$ cat src/rtl/filter_path_sequencer_if.sv
// Signal bundle between the filter path sequencer and its ADC/filter/DAC neighbours.
// The slave modport is the sequencer; the master modport is the surrounding datapath.
interface filter_path_sequencer_if #(
  parameter int DATA_WIDTH  = 12,
  parameter int COUNT_WIDTH = 8
);
  logic                   syncADC;
  logic [DATA_WIDTH-1:0]  adcDataOutPackage;
  logic [1:0]             filterMode;
  logic                   highPassSinkValid;
  logic                   lowPassSinkValid;
  logic [DATA_WIDTH-1:0]  filterSample;
  logic                   highPassOutValid;
  logic [DATA_WIDTH-1:0]  highPassOutput;
  logic                   lowPassOutValid;
  logic [DATA_WIDTH-1:0]  lowPassOutput;
  logic [DATA_WIDTH-1:0]  dacSample;
  logic                   dacSampleValid;
  logic                   busy;
  logic                   timeoutFlag;
  logic [COUNT_WIDTH-1:0] overrunCount;

  modport master (
    output syncADC, adcDataOutPackage, filterMode,
    output highPassOutValid, highPassOutput, lowPassOutValid, lowPassOutput,
    input  highPassSinkValid, lowPassSinkValid, filterSample,
    input  dacSample, dacSampleValid, busy, timeoutFlag, overrunCount
  );

  modport slave (
    input  syncADC, adcDataOutPackage, filterMode,
    input  highPassOutValid, highPassOutput, lowPassOutValid, lowPassOutput,
    output highPassSinkValid, lowPassSinkValid, filterSample,
    output dacSample, dacSampleValid, busy, timeoutFlag, overrunCount
  );
endinterface

$ cat src/rtl/filter_path_sequencer.sv
// Moves one ADC sample through the high/low-pass filters and on to the DAC packager,
// selecting or saturating-summing the filter results according to the latched mode.
module filter_path_sequencer #(
  parameter int DATA_WIDTH  = 12,
  parameter int TIMEOUT     = 64,
  parameter int COUNT_WIDTH = 8
) (
  input  logic                  dacSerialClock,
  input  logic                  reset,
  filter_path_sequencer_if.slave bus
);
  localparam int MSB = DATA_WIDTH - 1;
  localparam int TW  = $clog2(TIMEOUT) + 1;
  localparam logic [TW-1:0] TMO_LAST = TW'(TIMEOUT - 1);

  typedef enum logic [2:0] {
    S_IDLE, S_ISSUE, S_WAIT, S_SELECT, S_PRESENT
  } state_t;

  state_t r_state, w_next;

  logic signed [MSB:0]    r_fs, r_hp, r_lp, r_result, w_result;
  logic [MSB:0]           r_dac;
  logic [1:0]             r_mode;
  logic                   r_hp_got, r_lp_got;
  logic [TW-1:0]          r_timer;
  logic                   r_hp_sv, r_lp_sv, r_dac_vld, r_tflag;
  logic [COUNT_WIDTH-1:0] r_ovr;
  logic                   w_hp_got, w_lp_got, w_done, w_tmo, w_exit;

  function automatic logic signed [MSB:0] sat_add(input logic signed [MSB:0] a,
                                                  input logic signed [MSB:0] b);
    logic signed [DATA_WIDTH:0] s;
    s = {a[MSB], a} + {b[MSB], b};
    if (s[DATA_WIDTH] != s[MSB])
      sat_add = s[DATA_WIDTH] ? {1'b1, {MSB{1'b0}}} : {1'b0, {MSB{1'b1}}};
    else
      sat_add = s[MSB:0];
  endfunction

  // Offset binary and two's complement differ only in the MSB.
  function automatic logic [MSB:0] flip_msb(input logic [MSB:0] v);
    flip_msb = {~v[MSB], v[MSB-1:0]};
  endfunction

  assign w_hp_got = r_hp_got | bus.highPassOutValid;
  assign w_lp_got = r_lp_got | bus.lowPassOutValid;
  assign w_done   = (~r_mode[1] | w_hp_got) & (~r_mode[0] | w_lp_got);
  assign w_tmo    = (r_timer == TMO_LAST);
  assign w_exit   = w_done | w_tmo;

  always_comb begin
    w_next = r_state;
    unique case (r_state)
      S_IDLE:    if (bus.syncADC) w_next = S_ISSUE;
      S_ISSUE:   w_next = (r_mode == 2'b00) ? S_SELECT : S_WAIT;
      S_WAIT:    if (w_exit) w_next = S_SELECT;
      S_SELECT:  w_next = S_PRESENT;
      S_PRESENT: w_next = S_IDLE;
      default:   w_next = S_IDLE;
    endcase
  end

  always_comb begin
    w_result = r_fs;
    unique case (r_mode)
      2'b00:   w_result = r_fs;
      2'b01:   w_result = r_lp;
      2'b10:   w_result = r_hp;
      default: w_result = sat_add(r_lp, r_hp);
    endcase
  end

  always_ff @(posedge dacSerialClock or posedge reset) begin
    if (reset) r_state <= S_IDLE;
    else       r_state <= w_next;
  end

  always_ff @(posedge dacSerialClock or posedge reset) begin
    if (reset) begin
      r_fs      <= '0;
      r_hp      <= '0;
      r_lp      <= '0;
      r_result  <= '0;
      r_dac     <= '0;
      r_mode    <= '0;
      r_hp_got  <= 1'b0;
      r_lp_got  <= 1'b0;
      r_timer   <= '0;
      r_hp_sv   <= 1'b0;
      r_lp_sv   <= 1'b0;
      r_dac_vld <= 1'b0;
      r_tflag   <= 1'b0;
      r_ovr     <= '0;
    end else begin
      r_hp_sv   <= 1'b0;
      r_lp_sv   <= 1'b0;
      r_dac_vld <= 1'b0;
      if (bus.syncADC && (r_state != S_IDLE) && (r_ovr != '1))
        r_ovr <= r_ovr + 1'b1;
      unique case (r_state)
        S_IDLE: begin
          if (bus.syncADC) begin
            r_fs   <= flip_msb(bus.adcDataOutPackage);
            r_mode <= bus.filterMode;
            // Strobes are registered so they are high during the ISSUE cycle.
            r_hp_sv <= (bus.filterMode != 2'b00);
            r_lp_sv <= (bus.filterMode != 2'b00);
          end
        end
        S_ISSUE: begin
          r_hp_got <= 1'b0;
          r_lp_got <= 1'b0;
          r_timer  <= '0;
        end
        S_WAIT: begin
          r_timer <= r_timer + 1'b1;
          if (bus.highPassOutValid) begin
            r_hp     <= bus.highPassOutput;
            r_hp_got <= 1'b1;
          end
          if (bus.lowPassOutValid) begin
            r_lp     <= bus.lowPassOutput;
            r_lp_got <= 1'b1;
          end
          if (w_exit && !w_done) r_tflag <= 1'b1;
        end
        S_SELECT:  r_result <= w_result;
        S_PRESENT: begin
          r_dac     <= flip_msb(r_result);
          r_dac_vld <= 1'b1;
        end
        default: ;
      endcase
    end
  end

  assign bus.highPassSinkValid = r_hp_sv;
  assign bus.lowPassSinkValid  = r_lp_sv;
  assign bus.filterSample      = r_fs;
  assign bus.dacSample         = r_dac;
  assign bus.dacSampleValid    = r_dac_vld;
  assign bus.busy              = (r_state != S_IDLE);
  assign bus.timeoutFlag       = r_tflag;
  assign bus.overrunCount      = r_ovr;
endmodule

$ cat src/flat_wrapper.sv
// flat-port wrapper written by rule: the top's interface ports become plain ports
module filter_path_sequencer_flat 
#(
  parameter int DATA_WIDTH  = 12,
  parameter int TIMEOUT     = 64,
  parameter int COUNT_WIDTH = 8
)
  (dacSerialClock, reset, bus_syncADC, bus_adcDataOutPackage, bus_filterMode, bus_highPassOutValid, bus_highPassOutput, bus_lowPassOutValid, bus_lowPassOutput, bus_highPassSinkValid, bus_lowPassSinkValid, bus_filterSample, bus_dacSample, bus_dacSampleValid, bus_busy, bus_timeoutFlag, bus_overrunCount);
  filter_path_sequencer_if #(.DATA_WIDTH(DATA_WIDTH), .COUNT_WIDTH(COUNT_WIDTH)) bus_i ();
  input  logic dacSerialClock;
  input  logic reset;
  input wire logic [$bits(bus_i.syncADC)-1:0] bus_syncADC;
  input wire logic [$bits(bus_i.adcDataOutPackage)-1:0] bus_adcDataOutPackage;
  input wire logic [$bits(bus_i.filterMode)-1:0] bus_filterMode;
  input wire logic [$bits(bus_i.highPassOutValid)-1:0] bus_highPassOutValid;
  input wire logic [$bits(bus_i.highPassOutput)-1:0] bus_highPassOutput;
  input wire logic [$bits(bus_i.lowPassOutValid)-1:0] bus_lowPassOutValid;
  input wire logic [$bits(bus_i.lowPassOutput)-1:0] bus_lowPassOutput;
  output wire logic [$bits(bus_i.highPassSinkValid)-1:0] bus_highPassSinkValid;
  output wire logic [$bits(bus_i.lowPassSinkValid)-1:0] bus_lowPassSinkValid;
  output wire logic [$bits(bus_i.filterSample)-1:0] bus_filterSample;
  output wire logic [$bits(bus_i.dacSample)-1:0] bus_dacSample;
  output wire logic [$bits(bus_i.dacSampleValid)-1:0] bus_dacSampleValid;
  output wire logic [$bits(bus_i.busy)-1:0] bus_busy;
  output wire logic [$bits(bus_i.timeoutFlag)-1:0] bus_timeoutFlag;
  output wire logic [$bits(bus_i.overrunCount)-1:0] bus_overrunCount;
  assign bus_i.syncADC = bus_syncADC;
  assign bus_i.adcDataOutPackage = bus_adcDataOutPackage;
  assign bus_i.filterMode = bus_filterMode;
  assign bus_i.highPassOutValid = bus_highPassOutValid;
  assign bus_i.highPassOutput = bus_highPassOutput;
  assign bus_i.lowPassOutValid = bus_lowPassOutValid;
  assign bus_i.lowPassOutput = bus_lowPassOutput;
  assign bus_highPassSinkValid = bus_i.highPassSinkValid;
  assign bus_lowPassSinkValid = bus_i.lowPassSinkValid;
  assign bus_filterSample = bus_i.filterSample;
  assign bus_dacSample = bus_i.dacSample;
  assign bus_dacSampleValid = bus_i.dacSampleValid;
  assign bus_busy = bus_i.busy;
  assign bus_timeoutFlag = bus_i.timeoutFlag;
  assign bus_overrunCount = bus_i.overrunCount;
  filter_path_sequencer #(.DATA_WIDTH(DATA_WIDTH), .TIMEOUT(TIMEOUT), .COUNT_WIDTH(COUNT_WIDTH)) u_core (.dacSerialClock(dacSerialClock), .reset(reset), .bus(bus_i));
endmodule
$ cat config.mk
export PLATFORM = sky130hd
export DESIGN_NAME = filter_path_sequencer_flat
export DESIGN_NICKNAME = d
export VERILOG_FILES = /design/src/rtl/filter_path_sequencer_if.sv /design/src/rtl/filter_path_sequencer.sv /design/src/flat_wrapper.sv
export SDC_FILE = /design/constraint.sdc
export NUM_CORES = 1
export LEC_CHECK = 0
export ABC_CLOCK_PERIOD_IN_PS = 5900
export CAP_MARGIN = 0
export CORE_ASPECT_RATIO = 0.7
export CORE_MARGIN = 2
export CORE_UTILIZATION = 56
export CTS_CLUSTER_DIAMETER = 60
export DETAILED_ROUTE_END_ITERATION = 6
export GPL_ROUTABILITY_DRIVEN = 1
export PLACE_DENSITY_LB_ADDON = 0.2
export SLEW_MARGIN = 40
export SYNTH_ARGS = -nofsm -noshare
export SYNTH_HDL_FRONTEND = slang
export SYNTH_SLANG_ARGS = --single-unit
$ cat constraint.sdc
create_clock -name dacSerialClock -period 5.9 [get_ports dacSerialClock]
set_input_delay 0.885 -clock dacSerialClock [delete_from_list [all_inputs] [get_ports dacSerialClock]]
set_output_delay 0.885 -clock dacSerialClock [all_outputs]
set_load 0.005 [all_outputs]
==> parameters.txt, run 1 <==
Parameter                              Value

Power
  Cell leakage power ... 2.26 nW
  Clock share of power ... 13.4%
  Part of the total power dissipated in sequential elements ... 34.4%
  Power density relative to cell area ... 598 nW/µm²
  Switching share of total power ... 40.6%
  Internal power ... 1.91 mW
  P_sw ... 1.30 mW
  Share of total power in combinational logic ... 52.2%
  Max IR drop VDD ... 0.000291 V

Routing
  DR pass1 iterations ... 5
  Final ANT Viol Nets ... 0
  Iter 0 DRT Violations ... 189
  Number of vias after detailed routing ... 3,223
  Post-DR wirelength/cell ... 17.1 µm
  Count of unresolved DRC violations after routing ... 0
  Aggregate routed wire length ... 9650 µm
  Per-cell via count in the routed design ... 5.71

Die
  Area of the core ... 7350 µm²
  Die Footprint ... 8380 µm²
  Die width ... 109 µm
  Top-level I/O count ... 80
  Die boundary height ... 77.2 µm
  Std cell rows ... 26
  Initial core utilization ... 58.3%

Synth
  Proportion of synthesized chip area in sequential cells ... 49.6%
  Seq cells post-synth ... 85
  Share of synthesized cell area in and, or, nand and nor gates ... 10.6%
  Leading area contributor after synthesis ... dfrtp_1
  Mapped Nets ... 445
  Number of standard cells after synthesis ... 387
  Number of synthesized flops with an enable pin ... 0
  Portion of synthesized cell area occupied by the leading cell type ... 49.6%
  Xor and xnor area share after synthesis ... 3.27%
  Warning count from the yosys run ... 0
  Compound-gate portion of the synthesized area ... 15.1%
  Synthesized-area fraction occupied by adder cells ... 4.56%
  Top flip-flop cell by instance count after synthesis ... dfrtp_1
  Area of the mapped netlist ... 4280 µm²
  Avg Inst Size Synth ... 11.1 µm²
  Count of different cell masters after synthesis ... 48
  Most area-consuming cells after synthesis ... dfrtp_1 (50%), mux2_2 (12%), ha_1 (4.1%), o21ai_0 (3.5%), xnor2_1 (2.7%)
  Share of synthesized flip-flops with an asynchronous set or reset ... 100%
  Main combinational cell family by area after synthesis ... compound AO/OA/AOI/OAI gates
  Multiplexer share of the synthesized area ... 14.2%

Clock network
  Insertion delay of the later-clocked pin in the worst-skew pair ... 0.36 ns
  TritonCTS clock tree ... done
  CTS clk-pin slew, worst paths ... 0.09 ns
  Post-CTS Setup Repair Bufs ... 0
  Clock tree buffer depth ... 2
  # clock sinks ... 85
  Library cell used as clock root buffer ... clkbuf_8
  Cts hold-fix bufs ... 0
  Deepest level of the CTS H-tree ... 3
  Num CTS Buffers ... 9
  Post-CTS resize count ... 0

Run status
  Outcome ... completed

Setup path
  Arrival @ worst endpoint ... 3.08 ns
  Kind of capture point of the worst setup path ... register
  Critical Path, Cell by Cell ... ha_1, inv_1, fa_1, nand2b_1, a21oi_1, o21ai_1, o21ai_0, a31oi_4, a2111oi_0, a221o_1
  Largest delay contributor family on the critical path ... compound AO/OA/AOI/OAI gates
  Maximum cell stage delay along the critical path ... 0.40 ns
  Critical-path maximum fanout ... 9
  Launching element type of the critical path ... register
  Bufs and invs on worst path ... 1
  Required time at the endpoint of the critical path ... 6.20 ns
  Path type of the worst setup path ... register to register
  Slowest library cell on the worst path ... o21ai_0

Worst hold path
  Worst min path class ... register to register

Global routing
  Global route total overflow ... 0
  Number of global-route vias before repair ... 3,176
  Pin count of the biggest net entering global routing ... 86
  Global router's overall resource usage ... 25.3%
  Global-route wire length before repair ... 16,100 µm
  Initial antenna violation count ... 0

STA
  TNS Setup ... 0 ns
  Total count of max-transition violations in the final report ... 0
  Max Clock Freq ... 0.359 GHz
  Post-layout min period ... 2.78 ns
  Relative max-transition margin ... 54.3%
  Unrepaired setup endpoints after global routing ... no
  Period Utilization, post-route ... 47.1%
  Hold Vio Cnt, Final ... 0
  Transition time at the pin with the least slew margin ... 0.684 ns
  Hold WS ... 0.465 ns
  Final setup violating endpoints ... 0
  Worst clock skew on the final layout ... 0.00458 ns

Cells and area
  Non-filler cells in the finished layout ... 564
  Most frequent standard cell in the layout excluding fill and tap cells ... dfrtp_1
  Top library cells by usage in the layout, fill and taps aside ... dfrtp_1 (84), clkdlybuf4s50_1 (79), mux2_2 (47)
  # nets final ... 519
  Signed area change from the synthesized netlist to the final layout ... 25.2%
  Number of diodes ... 0
  Final std cell area, no fill ... 5360 µm²
  Fraction of final layout cells sized beyond drive strength 1 ... 16.1%
  Final core utilization ... 73.0%

Placed design
  Cells after DPL ... 548
  Instance area at placement ... 5150 µm²
  Hpwl dp ... 7060 µm
  Count of port buffers added during placement ... 79
  Final weighted congestion in routability-driven placement ... 0.933

Job
  Reported max-cap violation count ... 0
[routing by layer]
layer,up-vias,wire (µm),GRT usage [%]
li1,1554,-,-
met1,1562,4900,38.6
met2,97,4020,35.4
met3,10,622,6.97
met4,0,97,6.92
met5,-,0,0
[synth_stat cells (2+ instances only)]
master and n:
nor2b_1 8, nand3_1 4, o21a_1 5, nand4_1 2
buf_2 6, and2_0 2, nor3b_1 3, nor2_1 25
o31ai_1 3, a31oi_4 2, mux2_2 47, nand2b_1 4
xor2_1 3, xnor2_1 13, o21ai_0 30, a31oi_1 2
inv_1 8, o211ai_1 3, a22o_1 3, nor3_1 6
and3_1 6, ha_1 14, dfrtp_1 85, mux2i_1 8
a221o_1 7, clkbuf_1 11, nor2_2 2, nand2_1 29
o21ai_1 3, and2_1 2, a21oi_1 15, a211oi_1 10
[power groups by stage]
stage | clock network (mW) | registers, mW | logic, mW
CTS | 0.438 | 1.10 | 1.66
detailed placement | 0 | 1.11 | 1.65
floorplan | 0 | 1.00 | 1.18
global route | 0.465 | 1.14 | 1.83
finish | 0.431 | 1.10 | 1.67
global placement | 0 | 1.09 | 1.60
[state kept, by name, summed over array words and instances, names as in the netlist]
register	count
u_core.bus.dacSample	12
u_core.bus.filterSample	12
u_core.r_hp	12
u_core.r_lp	12
u_core.r_result	12
u_core.bus.overrunCount	8
u_core.r_timer	7
u_core.r_state	3
u_core.r_mode	2
u_core.bus.dacSampleValid	1
u_core.bus.highPassSinkValid	1
u_core.bus.timeoutFlag	1
u_core.r_hp_got	1
u_core.r_lp_got	1
[worst register-to-register path, cell delays in order, from the launching register on]
cell	delay [ns]
dfrtp_1	0.39
ha_1	0.23
inv_1	0.07
fa_1	0.39
nand2b_1	0.17
a21oi_1	0.17
o21ai_1	0.15
o21ai_0	0.40
a31oi_4	0.21
a2111oi_0	0.36
a221o_1	0.18
[cell families (layout without fill, tap and decap cells)]
kind of cell               after synthesis  count (layout)
and+or+nand+nor                         95              95
AOI/OAI and AO/OA                       94              94
DFF                                     85              85
muxes                                   55              55
buffers and inverters                   27             106
xor gates and xnor gates                16              16
adders and majority gates               15              15
[stage by stage]
step | setup slack, ns | total power, mW
2_1_floorplan | 2.82 | 2.19
3_3_place_gp | 3.26 | 2.69
3_5_place_dp | 3.17 | 2.76
4_1_cts | 3.15 | 3.20
5_1_grt | 2.89 | 3.44
6_report | 3.12 | 3.21
[path summary, 6_finish.rpt]
path	startpoint	endpoint	slack (ns)	cells past startpoint
min	u_core.r_result[11]	u_core.bus.dacSample[11]	0.47	1
max reg2reg	u_core.r_lp[0]	u_core.r_result[2]	3.12	10
min in group asynchronous	reset	u_core.bus.overrunCount[4]	1.03	3
min reg2reg	u_core.r_result[11]	u_core.bus.dacSample[11]	0.47	1
max	u_core.r_lp[0]	u_core.r_result[2]	3.12	10
max in group asynchronous	reset	u_core.r_mode[1]	4.39	3
[area by class of cell]
type	count	area (µm²)
Clock buffer	10	138
Clock inverter	6	68.8
Fill cell	557	1990
Inverter	8	31.3
Multi-Input combinational cell	275	2060
Sequential cell	85	2130
Tap cell	98	123
Timing Repair Buffer	82	820
No activity file was read; power rests on OpenSTA's default activity.
==> run 2: changes to the inputs <==
ABC_CLOCK_PERIOD_IN_PS = 2800   (was 5900)
CORE_UTILIZATION = 52   (was 56)
clock period = 2.8 ns   (was 5.9 ns; I/O delays follow)
==> parameters.txt, run 2 (synthesis results as in run 1) <==
Parameter                              Value

Power
  Total power draw ... 7.10 mW (+120%)
  Power density relative to cell area ... 1280 nW/µm² (+110%)
  P_sw ... 2.78 mW (+110%)
  Clock share of power ... 15.8% (+2.4 points)
  Internal power ... 4.32 mW (+130%)
  Share of total power in combinational logic ... 51.9% (-0.3 points)
  Max IR drop VDD ... 0.000672 V (+130%)
  Part of the total power dissipated in sequential elements ... 32.3% (-2.1 points)
  Cell leakage power ... 2.34 nW (+3.6%)
  Switching share of total power ... 39.2% (-1.4 points)

STA
  Post-layout min period ... 2.61 ns (-0.168 ns)
  Total count of max-transition violations in the final report ... 0 (unchanged)
  Period Utilization, post-route ... 93.3% (+46 points)
  Unrepaired setup endpoints after global routing ... no
  Worst clock skew on the final layout ... 0.00589 ns (+0.00131 ns)
  Max Clock Freq ... 0.383 GHz (+6.4%)
  Transition time at the pin with the least slew margin ... 0.560 ns (-0.125 ns)
  Final setup violating endpoints ... 0 (unchanged)
  Hold Vio Cnt, Final ... 0 (unchanged)
  Relative max-transition margin ... 62.5% (+8.2 points)
  TNS Setup ... 0 ns (unchanged)

Cells and area
  # nets final ... 529 (+1.9%)
  Top library cells by usage in the layout, fill and taps aside ... dfrtp_1 (85), clkdlybuf4s50_1 (79), mux2_2 (47)
  Non-filler cells in the finished layout ... 577 (+2.3%)
  Fraction of final layout cells sized beyond drive strength 1 ... 17.6% (+1.6 points)
  Final core utilization ... 69.7% (-3.2 points)
  Count of fill cells added during filler insertion ... 613 (+10%)
  Number of diodes ... 0 (unchanged)
  Most frequent standard cell in the layout excluding fill and tap cells ... dfrtp_1
  Signed area change from the synthesized netlist to the final layout ... 29.2%

Run status
  Outcome ... completed

Clock network
  Deepest level of the CTS H-tree ... 3 (unchanged)
  Library cell used as clock root buffer ... clkbuf_16
  Insertion delay of the later-clocked pin in the worst-skew pair ... 0.33 ns (-0.03 ns)
  # clock sinks ... 85 (unchanged)
  Cts hold-fix bufs ... 0 (unchanged)
  Num CTS Buffers ... 9 (unchanged)
  CTS clk-pin slew, worst paths ... 0.06 ns (-0.03 ns)
  TritonCTS clock tree ... done
  Clock tree buffer depth ... 2 (unchanged)

Die
  Initial core utilization ... 54.0% (-4.3 points)
  Die Footprint ... 8990 µm² (+7.3%)
  Std cell rows ... 27 (+3.8%)
  Area of the core ... 7940 µm² (+8.0%)
  Top-level I/O count ... 80 (unchanged)
  Die boundary height ... 79.9 µm (+3.6%)
  Die width ... 112 µm (+3.6%)

Placed design
  Count of port buffers added during placement ... 79 (unchanged)
  Final weighted congestion in routability-driven placement ... 0.866 (-7.1%)
  Hpwl dp ... 7500 µm (+6.3%)
  Cells after DPL ... 560 (+2.2%)

Global routing
  Global route total overflow ... 0 (unchanged)
  Global-route wire length before repair ... 16,100 µm (unchanged)
  Number of global-route vias before repair ... 3,105 (-2.2%)
  Global router's overall resource usage ... 23.2% (-2.1 points)
  Initial antenna violation count ... 0 (unchanged)
  Pin count of the biggest net entering global routing ... 50 (-42%)

Setup path
  Kind of capture point of the worst setup path ... register
  Critical-path maximum fanout ... 9 (unchanged)
  Required time at the endpoint of the critical path ... 3.02 ns (-3.18 ns)
  Path type of the worst setup path ... register to register
  Arrival @ worst endpoint ... 2.83 ns (-0.25 ns)
  Launching element type of the critical path ... register

Routing
  Number of vias after detailed routing ... 3,241 (+0.56%)
  Count of unresolved DRC violations after routing ... 0 (unchanged)
  Post-DR wirelength/cell ... 17.3 µm (+1.1%)
  Final ANT Viol Nets ... 0 (unchanged)
  Aggregate routed wire length ... 9970 µm (+3.4%)
  DR pass1 iterations ... 4 (-1)
  Iter 0 DRT Violations ... 142 (-25%)
  Per-cell via count in the routed design ... 5.62 (-1.7%)

Worst hold path
  Worst min path class ... input port to async pin

Job
  Reported max-cap violation count ... 0 (unchanged)
run 2: cell count changes in the layout (fill, tap and decap cells not counted), sizes merged:
cell,change
buf,+11
clkinvlp,+1
clkinv,+1
bufinv,-1
inv,-3
clkbuf,+1
run 2: metrics by stage:
step	hold slack, ns	worst slack, ns	area [µm²]
after floorplan	0.418	0.187	4280
after global placement	0.430	0.224	5230
after detailed placement	0.463	0.0257	5230
after CTS	0.300	0.000280	5520
after global routing	0.312	0.0194	5530
final	0.303	0.186	5530
run 2: timing repair:
action	in CTS	in global routing
setup endpoints to repair	0	5
gates resized for setup	0	4
buffers inserted	0	1
run 2: metal layers:
layer / share of wire, % / vias to the layer above / global-route usage, %
met2: 40 / 95 / 31.1
met1: 53 / 1572 / 37.5
met5: 0 / - / 0
li1: - / 1568 / -
met3: 5.6 / 6 / 5.39
met4: 0.63 / 0 / 4.88
run 2: worst max-delay path, cell delays in order, from the launching register on:
cell and delay (ns):
dfrtp_1 0.40, ha_1 0.38, a211oi_1 0.27, o21bai_1 0.11
a41o_2 0.29, a221o_1 0.37, a31oi_4 0.29, nor2_2 0.08
a221o_1 0.32
run 2: layout make-up:
type	instances	area [µm²]	area share (%)
inverter	8	31.3	0.565
multi-input combinational	275	2060	37.2
clock inverter	4	32.5	0.588
tap	101	126	2.28
sequential	85	2130	38.4
clock buffer	12	256	4.63
timing repair buffer	92	901	16.3
run 2: final timing paths:
| path | slack (ns) | endpoint | cells past startpoint | startpoint |
|---|---|---|---|---|
| max in group asynchronous | 1.89 | u_core.bus.dacSampleValid | 3 | reset |
| worst max-delay path | 0.19 | u_core.r_result[6] | 8 | u_core.r_lp[4] |
| worst min-delay path | 0.30 | u_core.r_result[9] | 2 | reset |
| worst max register to register | 0.19 | u_core.r_result[6] | 8 | u_core.r_lp[4] |
| worst min register to register | 0.48 | u_core.bus.dacSample[11] | 1 | u_core.r_result[11] |
| min in group dacSerialClock | 0.48 | u_core.bus.dacSample[11] | 1 | u_core.r_result[11] |
run 2: power by group through the flow:
stage	combinational [mW]	clock, mW	sequential [mW]
after floorplan	2.50	0	2.11
after detailed placement	3.60	0	2.30
after global placement	3.55	0	2.26
after CTS	3.62	1.15	2.28
final	3.69	1.12	2.29
after global routing	4.03	1.20	2.37
